### config.mk
export PLATFORM = sky130hd
export DESIGN_NAME = lagarto_dcache_req_buffer
export DESIGN_NICKNAME = d
export VERILOG_FILES = /design/src/rtl/lagarto_dcache_req_buffer.sv
export SDC_FILE = /design/constraint.sdc
export NUM_CORES = 2
export LEC_CHECK = 0
export ABC_AREA = 0
export CAP_MARGIN = 20
export CORE_UTILIZATION = 40
export DETAILED_ROUTE_END_ITERATION = 8
export SYNTH_ARGS = -nofsm -noshare
export SYNTH_HDL_FRONTEND = slang
export SYNTH_SLANG_ARGS = --single-unit
export TNS_END_PERCENT = 50
### constraint.sdc
create_clock -name clk_i -period 30.5 [get_ports clk_i]
set_input_delay 6.1 -clock clk_i [delete_from_list [all_inputs] [get_ports clk_i]]
set_output_delay 6.1 -clock clk_i [all_outputs]
set_load 0.005 [all_outputs]
### src/rtl/lagarto_dcache_req_buffer.sv
// Lagarto dcache request buffer: up to DEPTH tagged outstanding requests with
// out-of-order responses, nack replay, in-order retirement and pipeline flush.
module lagarto_dcache_req_buffer #(
  parameter  int DEPTH  = 4,
  parameter  int ADDR_W = 64,
  parameter  int DATA_W = 64,
  localparam int TAG_W  = $clog2(DEPTH)
) (
  input  logic              clk_i,
  input  logic              rst_i,
  input  logic              req_valid_i,
  output logic              req_ready_o,
  input  logic              req_is_store_i,
  input  logic              req_is_amo_i,
  input  logic [ADDR_W-1:0] req_rs1_i,
  input  logic [ADDR_W-1:0] req_imm_i,
  input  logic [1:0]        req_size_i,
  input  logic [DATA_W-1:0] req_wdata_i,
  input  logic              flush_i,
  output logic              mem_req_valid_o,
  input  logic              mem_req_ready_i,
  output logic [ADDR_W-1:0] mem_req_addr_o,
  output logic              mem_req_we_o,
  output logic [7:0]        mem_req_be_o,
  output logic [DATA_W-1:0] mem_req_wdata_o,
  output logic [TAG_W-1:0]  mem_req_tag_o,
  input  logic              mem_resp_valid_i,
  input  logic              mem_resp_nack_i,
  input  logic [TAG_W-1:0]  mem_resp_tag_i,
  input  logic [DATA_W-1:0] mem_resp_data_i,
  output logic              cpu_resp_valid_o,
  output logic              cpu_resp_is_store_o,
  output logic [DATA_W-1:0] cpu_resp_data_o,
  output logic [ADDR_W-1:0] cpu_resp_addr_o,
  output logic              cpu_resp_xcpt_ma_o,
  output logic [TAG_W:0]    occupancy_o
);

  typedef enum logic [2:0] {
    ST_FREE, ST_WAIT, ST_INFL, ST_DONE, ST_KWAIT, ST_KDONE
  } entryState_e;

  localparam logic [TAG_W:0] FULL_COUNT = (TAG_W+1)'(DEPTH);

  entryState_e       state_q [DEPTH];
  entryState_e       state_d [DEPTH];
  logic [ADDR_W-1:0] addr_q  [DEPTH];
  logic [ADDR_W-1:0] addr_d  [DEPTH];
  logic              store_q [DEPTH];
  logic              store_d [DEPTH];
  logic              xcpt_q  [DEPTH];
  logic              xcpt_d  [DEPTH];
  logic [7:0]        be_q    [DEPTH];
  logic [7:0]        be_d    [DEPTH];
  logic [DATA_W-1:0] wdata_q [DEPTH];
  logic [DATA_W-1:0] wdata_d [DEPTH];
  logic [DATA_W-1:0] rdata_q [DEPTH];
  logic [DATA_W-1:0] rdata_d [DEPTH];

  logic [TAG_W-1:0]  head_q, head_d, tail_q, tail_d;
  logic [TAG_W:0]    count_q, count_d;
  logic              lockValid_q, lockValid_d;
  logic [TAG_W-1:0]  lockTag_q, lockTag_d;
  logic              cpuValid_q, cpuValid_d, cpuStore_q, cpuStore_d;
  logic              cpuXcpt_q, cpuXcpt_d;
  logic [DATA_W-1:0] cpuData_q, cpuData_d;
  logic [ADDR_W-1:0] cpuAddr_q, cpuAddr_d;

  logic [ADDR_W-1:0] allocAddr;
  logic              allocMis, allocFire, retireFree, waitFound;
  logic [7:0]        beMask, allocBe;
  logic [DATA_W-1:0] allocWdata;
  logic [TAG_W-1:0]  waitTag, scanTag, memTag;

  assign req_ready_o = !rst_i && (count_q < FULL_COUNT) && !flush_i;
  assign allocFire   = req_valid_i && req_ready_o;

  always_comb begin
    allocAddr = req_is_amo_i ? req_rs1_i : req_rs1_i + req_imm_i;
    allocMis  = 1'b0;
    beMask    = 8'h01;
    case (req_size_i)
      2'd0:    begin allocMis = 1'b0;            beMask = 8'h01; end
      2'd1:    begin allocMis = allocAddr[0];    beMask = 8'h03; end
      2'd2:    begin allocMis = |allocAddr[1:0]; beMask = 8'h0F; end
      default: begin allocMis = |allocAddr[2:0]; beMask = 8'hFF; end
    endcase
    allocBe    = beMask << allocAddr[2:0];
    allocWdata = req_wdata_i << {allocAddr[2:0], 3'b000};
  end

  // Oldest WAIT entry, scanning forward from the retire pointer.
  always_comb begin
    waitFound = 1'b0;
    waitTag   = head_q;
    scanTag   = head_q;
    for (int k = 0; k < DEPTH; k++) begin
      scanTag = head_q + TAG_W'(k);
      if (!waitFound && state_q[scanTag] == ST_WAIT) begin
        waitFound = 1'b1;
        waitTag   = scanTag;
      end
    end
  end

  // A presented request stays locked until accepted so the dcache sees stable fields.
  assign mem_req_valid_o = lockValid_q || waitFound;
  assign memTag          = lockValid_q ? lockTag_q : waitTag;
  assign mem_req_tag_o   = mem_req_valid_o ? memTag : '0;
  assign mem_req_addr_o  = mem_req_valid_o ? addr_q[memTag] : '0;
  assign mem_req_we_o    = mem_req_valid_o && store_q[memTag];
  assign mem_req_be_o    = mem_req_valid_o ? be_q[memTag] : '0;
  assign mem_req_wdata_o = mem_req_valid_o ? wdata_q[memTag] : '0;
  assign lockValid_d     = mem_req_valid_o && !mem_req_ready_i && !flush_i;
  assign lockTag_d       = memTag;

  always_comb begin
    state_d    = state_q;
    addr_d     = addr_q;
    store_d    = store_q;
    xcpt_d     = xcpt_q;
    be_d       = be_q;
    wdata_d    = wdata_q;
    rdata_d    = rdata_q;
    head_d     = head_q;
    tail_d     = tail_q;
    retireFree = 1'b0;
    cpuValid_d = 1'b0;
    cpuStore_d = 1'b0;
    cpuXcpt_d  = 1'b0;
    cpuData_d  = '0;
    cpuAddr_d  = '0;

    if (mem_req_valid_o && mem_req_ready_i) state_d[memTag] = ST_INFL;

    if (mem_resp_valid_i) begin
      case (state_q[mem_resp_tag_i])
        ST_INFL: begin
          if (mem_resp_nack_i) begin
            state_d[mem_resp_tag_i] = ST_WAIT;
          end else begin
            state_d[mem_resp_tag_i] = ST_DONE;
            rdata_d[mem_resp_tag_i] = mem_resp_data_i;
          end
        end
        ST_KWAIT: state_d[mem_resp_tag_i] = ST_KDONE;
        default: ;
      endcase
    end

    // Flush is applied after issue/response so it overrides both in the same cycle.
    if (flush_i) begin
      for (int i = 0; i < DEPTH; i++) begin
        case (state_d[i])
          ST_WAIT, ST_DONE: state_d[i] = ST_KDONE;
          ST_INFL:          state_d[i] = ST_KWAIT;
          default: ;
        endcase
      end
    end

    case (state_d[head_q])
      ST_DONE: begin
        cpuValid_d      = 1'b1;
        cpuStore_d      = store_d[head_q];
        cpuXcpt_d       = xcpt_d[head_q];
        cpuData_d       = rdata_d[head_q];
        cpuAddr_d       = addr_d[head_q];
        state_d[head_q] = ST_FREE;
        retireFree      = 1'b1;
      end
      ST_KDONE: begin
        state_d[head_q] = ST_FREE;
        retireFree      = 1'b1;
      end
      default: ;
    endcase
    if (retireFree) head_d = head_q + TAG_W'(1);

    if (allocFire) begin
      state_d[tail_q] = allocMis ? ST_DONE : ST_WAIT;
      addr_d[tail_q]  = allocAddr;
      store_d[tail_q] = req_is_store_i;
      xcpt_d[tail_q]  = allocMis;
      be_d[tail_q]    = allocBe;
      wdata_d[tail_q] = allocWdata;
      rdata_d[tail_q] = '0;
      tail_d          = tail_q + TAG_W'(1);
    end

    count_d = count_q + {{TAG_W{1'b0}}, allocFire} - {{TAG_W{1'b0}}, retireFree};
  end

  always_ff @(posedge clk_i or posedge rst_i) begin
    if (rst_i) begin
      for (int i = 0; i < DEPTH; i++) begin
        state_q[i] <= ST_FREE;
        addr_q[i]  <= '0;
        store_q[i] <= 1'b0;
        xcpt_q[i]  <= 1'b0;
        be_q[i]    <= '0;
        wdata_q[i] <= '0;
        rdata_q[i] <= '0;
      end
      head_q      <= '0;
      tail_q      <= '0;
      count_q     <= '0;
      lockValid_q <= 1'b0;
      lockTag_q   <= '0;
      cpuValid_q  <= 1'b0;
      cpuStore_q  <= 1'b0;
      cpuXcpt_q   <= 1'b0;
      cpuData_q   <= '0;
      cpuAddr_q   <= '0;
    end else begin
      state_q     <= state_d;
      addr_q      <= addr_d;
      store_q     <= store_d;
      xcpt_q      <= xcpt_d;
      be_q        <= be_d;
      wdata_q     <= wdata_d;
      rdata_q     <= rdata_d;
      head_q      <= head_d;
      tail_q      <= tail_d;
      count_q     <= count_d;
      lockValid_q <= lockValid_d;
      lockTag_q   <= lockTag_d;
      cpuValid_q  <= cpuValid_d;
      cpuStore_q  <= cpuStore_d;
      cpuXcpt_q   <= cpuXcpt_d;
      cpuData_q   <= cpuData_d;
      cpuAddr_q   <= cpuAddr_d;
    end
  end

  assign cpu_resp_valid_o    = cpuValid_q;
  assign cpu_resp_is_store_o = cpuStore_q;
  assign cpu_resp_xcpt_ma_o  = cpuXcpt_q;
  assign cpu_resp_data_o     = cpuData_q;
  assign cpu_resp_addr_o     = cpuAddr_q;
  assign occupancy_o         = count_q;

endmodule
==> summary.md <==
| Metric | Value |
|---|---|
| Run status | `finished clean` |
| Mux contribution to synthesized area | `18.9%` |
| CTS sink cnt | `about 960` |
| Fill count | `11.2k` |
| Minimum clock period after layout | `14.19 ns` |
| RSZ-0062 raised after global routing | `no` |
| Routed Antenna Nets | `0` |
| Maximum vdd drop | `0.158 mV` |
| Insertion delay to the later sink of the worst-skew pair | `~0.7 ns` |
| Count of endpoints failing setup in the final report | `0` |
| Total via count after detailed routing | `approximately 37k` |
| Synthesis Warnings | `0` |
| Post-synthesis instance area | `0.0487 mm^2` |
| Yosys cell types | `81` |
| Post-synthesis area per instance | `10.5 um^2` |
| Final setup slack of the worst path | `about 16 ns` |
| Buffers from clock root to sink, at most | `3` |
| Data required time of the critical path | `approximately 24 ns` |
| Number of placement rows | `127` |
| Most repeated cell in the gate-level netlist after synthesis | `sky130_fd_sc_hd__dfrtp_1` |
| Maximum cell stage delay along the critical path | `0.70 ns` |
| Power density over the cells | `91.5 mW/mm^2` |
| Critical path fanouts, max | `14` |
| Gate count of the mapped netlist | `4648` |
| Fraction of final layout cells with drive strength greater than 1 | `a little over a tenth` |
| Horiz. Die Dim | `~350 um` |
| CTS Buf Count | `roughly 110` |
| Count of pins over their slew limit | `0` |
| Post-synthesis register bit count | `961` |
| Post-Place Setup Slack | `16.30 ns` |
| Top Ports | `544` |
| DPL Wire Length | `97300 um` |
| Post-cts repair resize count | `0` |
| CP dominant cell by count | `sky130_fd_sc_hd__clkdlybuf4s50_1` |
| Final routed DRC violation total | `0` |
| Critical path class | `input pin to primary output` |
| Critical path arrival | `between 8 and 9 ns` |
| Antenna violations before repair | `26` |
| Die Span Y | `roughly 350 um` |
| Synthesized-area fraction occupied by adder cells | `1.93%` |
| Total Die Area | `0.123 mm^2` |
| Biggest area consumer among synthesized cells | `sky130_fd_sc_hd__dfrtp_1` |
| Critical Path Source Type | `input pin` |
| GRT Overall Usage | `24.4%` |
| Synth Area in XOR/XNOR | `1.15%` |
| Aggregate negative setup slack | `0 ns` |
| Count of maximum capacitance violations | `0` |
| Proportion of synthesized chip area in sequential cells | `roughly half` |
| Endpoint type of the worst setup path | `primary output` |
| Ranking of synthesized cells by instance count | `sky130_fd_sc_hd__dfrtp_1 (961), sky130_fd_sc_hd__nand2_1 (795), sky130_fd_sc_hd__o21ai_0 (539)` |
| Number of H-tree levels | `3` |
| Relative slew slack | `26.9%` |
| Largest net degree at the start of global routing | `193` |
| Detailed-routing iteration count for the pre-antenna-repair pass | `6` |
| Async set-reset flop share out of synthesis | `between 90% and 100%` |
| Leakage power of the design | `0.0252 uW` |
| Synthesized netlist net count | `4991` |
| Synthesis-to-layout area growth | `20.9%` |
| First-pass GRT wire length | `230000 um` |
| Root buffer selected by CTS | `sky130_fd_sc_hd__clkbuf_16` |
| Number of buffer cells added on primary ports | `roughly 540` |
| Starting density of the core | `40.4%` |
| Violation count after the first detailed-routing iteration | `2552` |
| Critical path's slowest cell | `sky130_fd_sc_hd__clkdlybuf4s50_1` |
| Cell types with the largest area share after synthesis | `sky130_fd_sc_hd__dfrtp_1 (49%), sky130_fd_sc_hd__mux4_2 (13%), sky130_fd_sc_hd__nand2_1 (6.1%)` |
| Number of enable-type register cells in the synthesized netlist | `0` |
| Setup skew after layout | `between 0.03 and 0.04 ns` |
| Clock slew at reported path FFs | `0.06 ns` |
| Gr ovfl total | `0` |
| Clock tree from TritonCTS | `built` |
| Number of endpoints with negative hold slack in the final report | `0` |
| Simple-gate area share of the yosys netlist | `15.0%` |
| Complex-gate fraction of the synthesized area | `10.7%` |
| Slew at the pin closest to its max-slew limit | `1.09 ns` |
| Average wire length per cell after detail routing | `22.4 um` |
| Final-stage net count | `5349` |
| Hold-fix buffer count after cts | `0` |
| Final estimated routing congestion in global placement | `0.934` |
| Class of the tightest hold or removal check | `flop to flop` |
| Post CTS Setup Buffer Count | `0` |
| Main combinational cell family by area after synthesis | `multiplexers` |
| Most used flip-flop cell after synthesis | `sky130_fd_sc_hd__dfrtp_1` |
| Detailed-route vias per instance | `5.46` |
| Placeable core region | `0.120 mm^2` |
| Minimum hold slack | `0.472 ns` |
| Core Util, Final | `approximately half` |
| Synth top area share | `49.4%` |
| Vias in the first global route | `36.9k` |
| Ordered cell list for the critical path | `clkdlybuf4s50_1, nor3_1, clkdlybuf4s50_1` |
| Total Routed Length | `between 150000 and 200000 um` |
| Fin crit share | `46.5%` |
| Peak Freq | `70.5 MHz` |
[power breakdown]
part	switching (uW)	total, uW	internal (uW)	leakage, uW
logic	1130	2250	1120	0.0106
registers	224	1880	1650	0.0129
clock network	529	1250	722	0.00163
total	1890	5380	3500	0.0252
[worst paths after layout]
path	startpoint	to	slack, ns	cells past startpoint
worst max-delay path	flush_i	req_ready_o	16.31	3
worst min-delay path	wdata_q[89]$_DFFE_PP0P_	wdata_q[89]$_DFFE_PP0P_	0.47	2
worst max register to register	head_q[0]$_DFFE_PP0P_	occupancy_o[2]$_DFF_PP0_	24.62	18
worst min register to register	wdata_q[89]$_DFFE_PP0P_	wdata_q[89]$_DFFE_PP0P_	0.47	2
max in group asynchronous	rst_i	addr_q[152]$_DFFE_PP0P_	19.83	7
min in group asynchronous	rst_i	occupancy_o[0]$_DFF_PP0_	5.92	2
[metrics by stage]
step | power, uW | std cells | area, um^2
after floorplan | 3370 | 4648 | 48700
after global placement | 4140 | 6508 | 55400
after detailed placement | 4170 | 6509 | 55400
after CTS | 5450 | 6688 | 58800
after global routing | 5720 | 6709 | 58800
final | 5380 | 6712 | 58800
[registers in the layout (all words and copies together) (netlist names), 12 cells and up]
signal,count
cpu_resp_addr_o,64
state_q,12
addr_q,256
wdata_q,256
be_q,32
rdata_q,256
cpu_resp_data_o,64
[kinds of logic (layout without fill, tap and decap cells)]
group	after synthesis	after routing
simple gates	1666	1666
buf+inv	371	800
other cells	0	23
flops	961	961
compound gates	933	933
fa+ha+maj	74	74
xor+xnor	64	64
mux	579	579
[worst max-delay path, delay by kind of cell]
kind                   cells  cell delay [ns]
buffers and inverters      2             1.32
AND/OR/NAND/NOR            1             0.66
[area by class of cell]
type	count	area (um^2)	area share, %
clock inverter	32	353	0.600
clock buffer	147	2990	5.08
antenna	23	57.6	0.0978
timing repair buffer	594	5940	10.1
multi-input combinational	3316	23300	39.6
sequential	961	24100	40.9
tap	1612	2020	3.43
inverter	27	114	0.193
[cell usage in the layout, fill, tap and decap left out, drive strengths merged, types with 5 or more instances in the layout]
cell type      netlist  final
dfrtp              961    961
nand2              795    795
o21ai              549    549
clkdlybuf4s50        0    542
nor2               465    465
mux2i              294    294
mux4               272    272
a21oi              197    197
and2               159    159
clkbuf             300    147
nor2b               80     80
ha                  72     72
buf                 44     52
nand3               44     44
xnor2               37     37
a31oi               37     37
and3                34     34
a211oi              33     33
xor2                27     27
a21o                27     27
inv                 26     27
diode                0     23
clkinv               1     21
nand2b              19     19
nand4               16     16
nor3                15     15
o31ai               14     14
mux2                13     13
o21bai              10     10
o22ai                8      8
nor3b                7      7
o211ai               6      6
clkinvlp             0      6
or3                  5      5
bufinv               0      5
a221oi               5      5
o221ai               5      5
o311ai               5      5
[metal layers]
metal	part of all wire (%)	track usage, %
met1	44	33.1
met2	48	39.3
met3	5.5	4.23
met4	3.0	8.85
met5	0.043	0
Power figures use the tool's default switching activity.
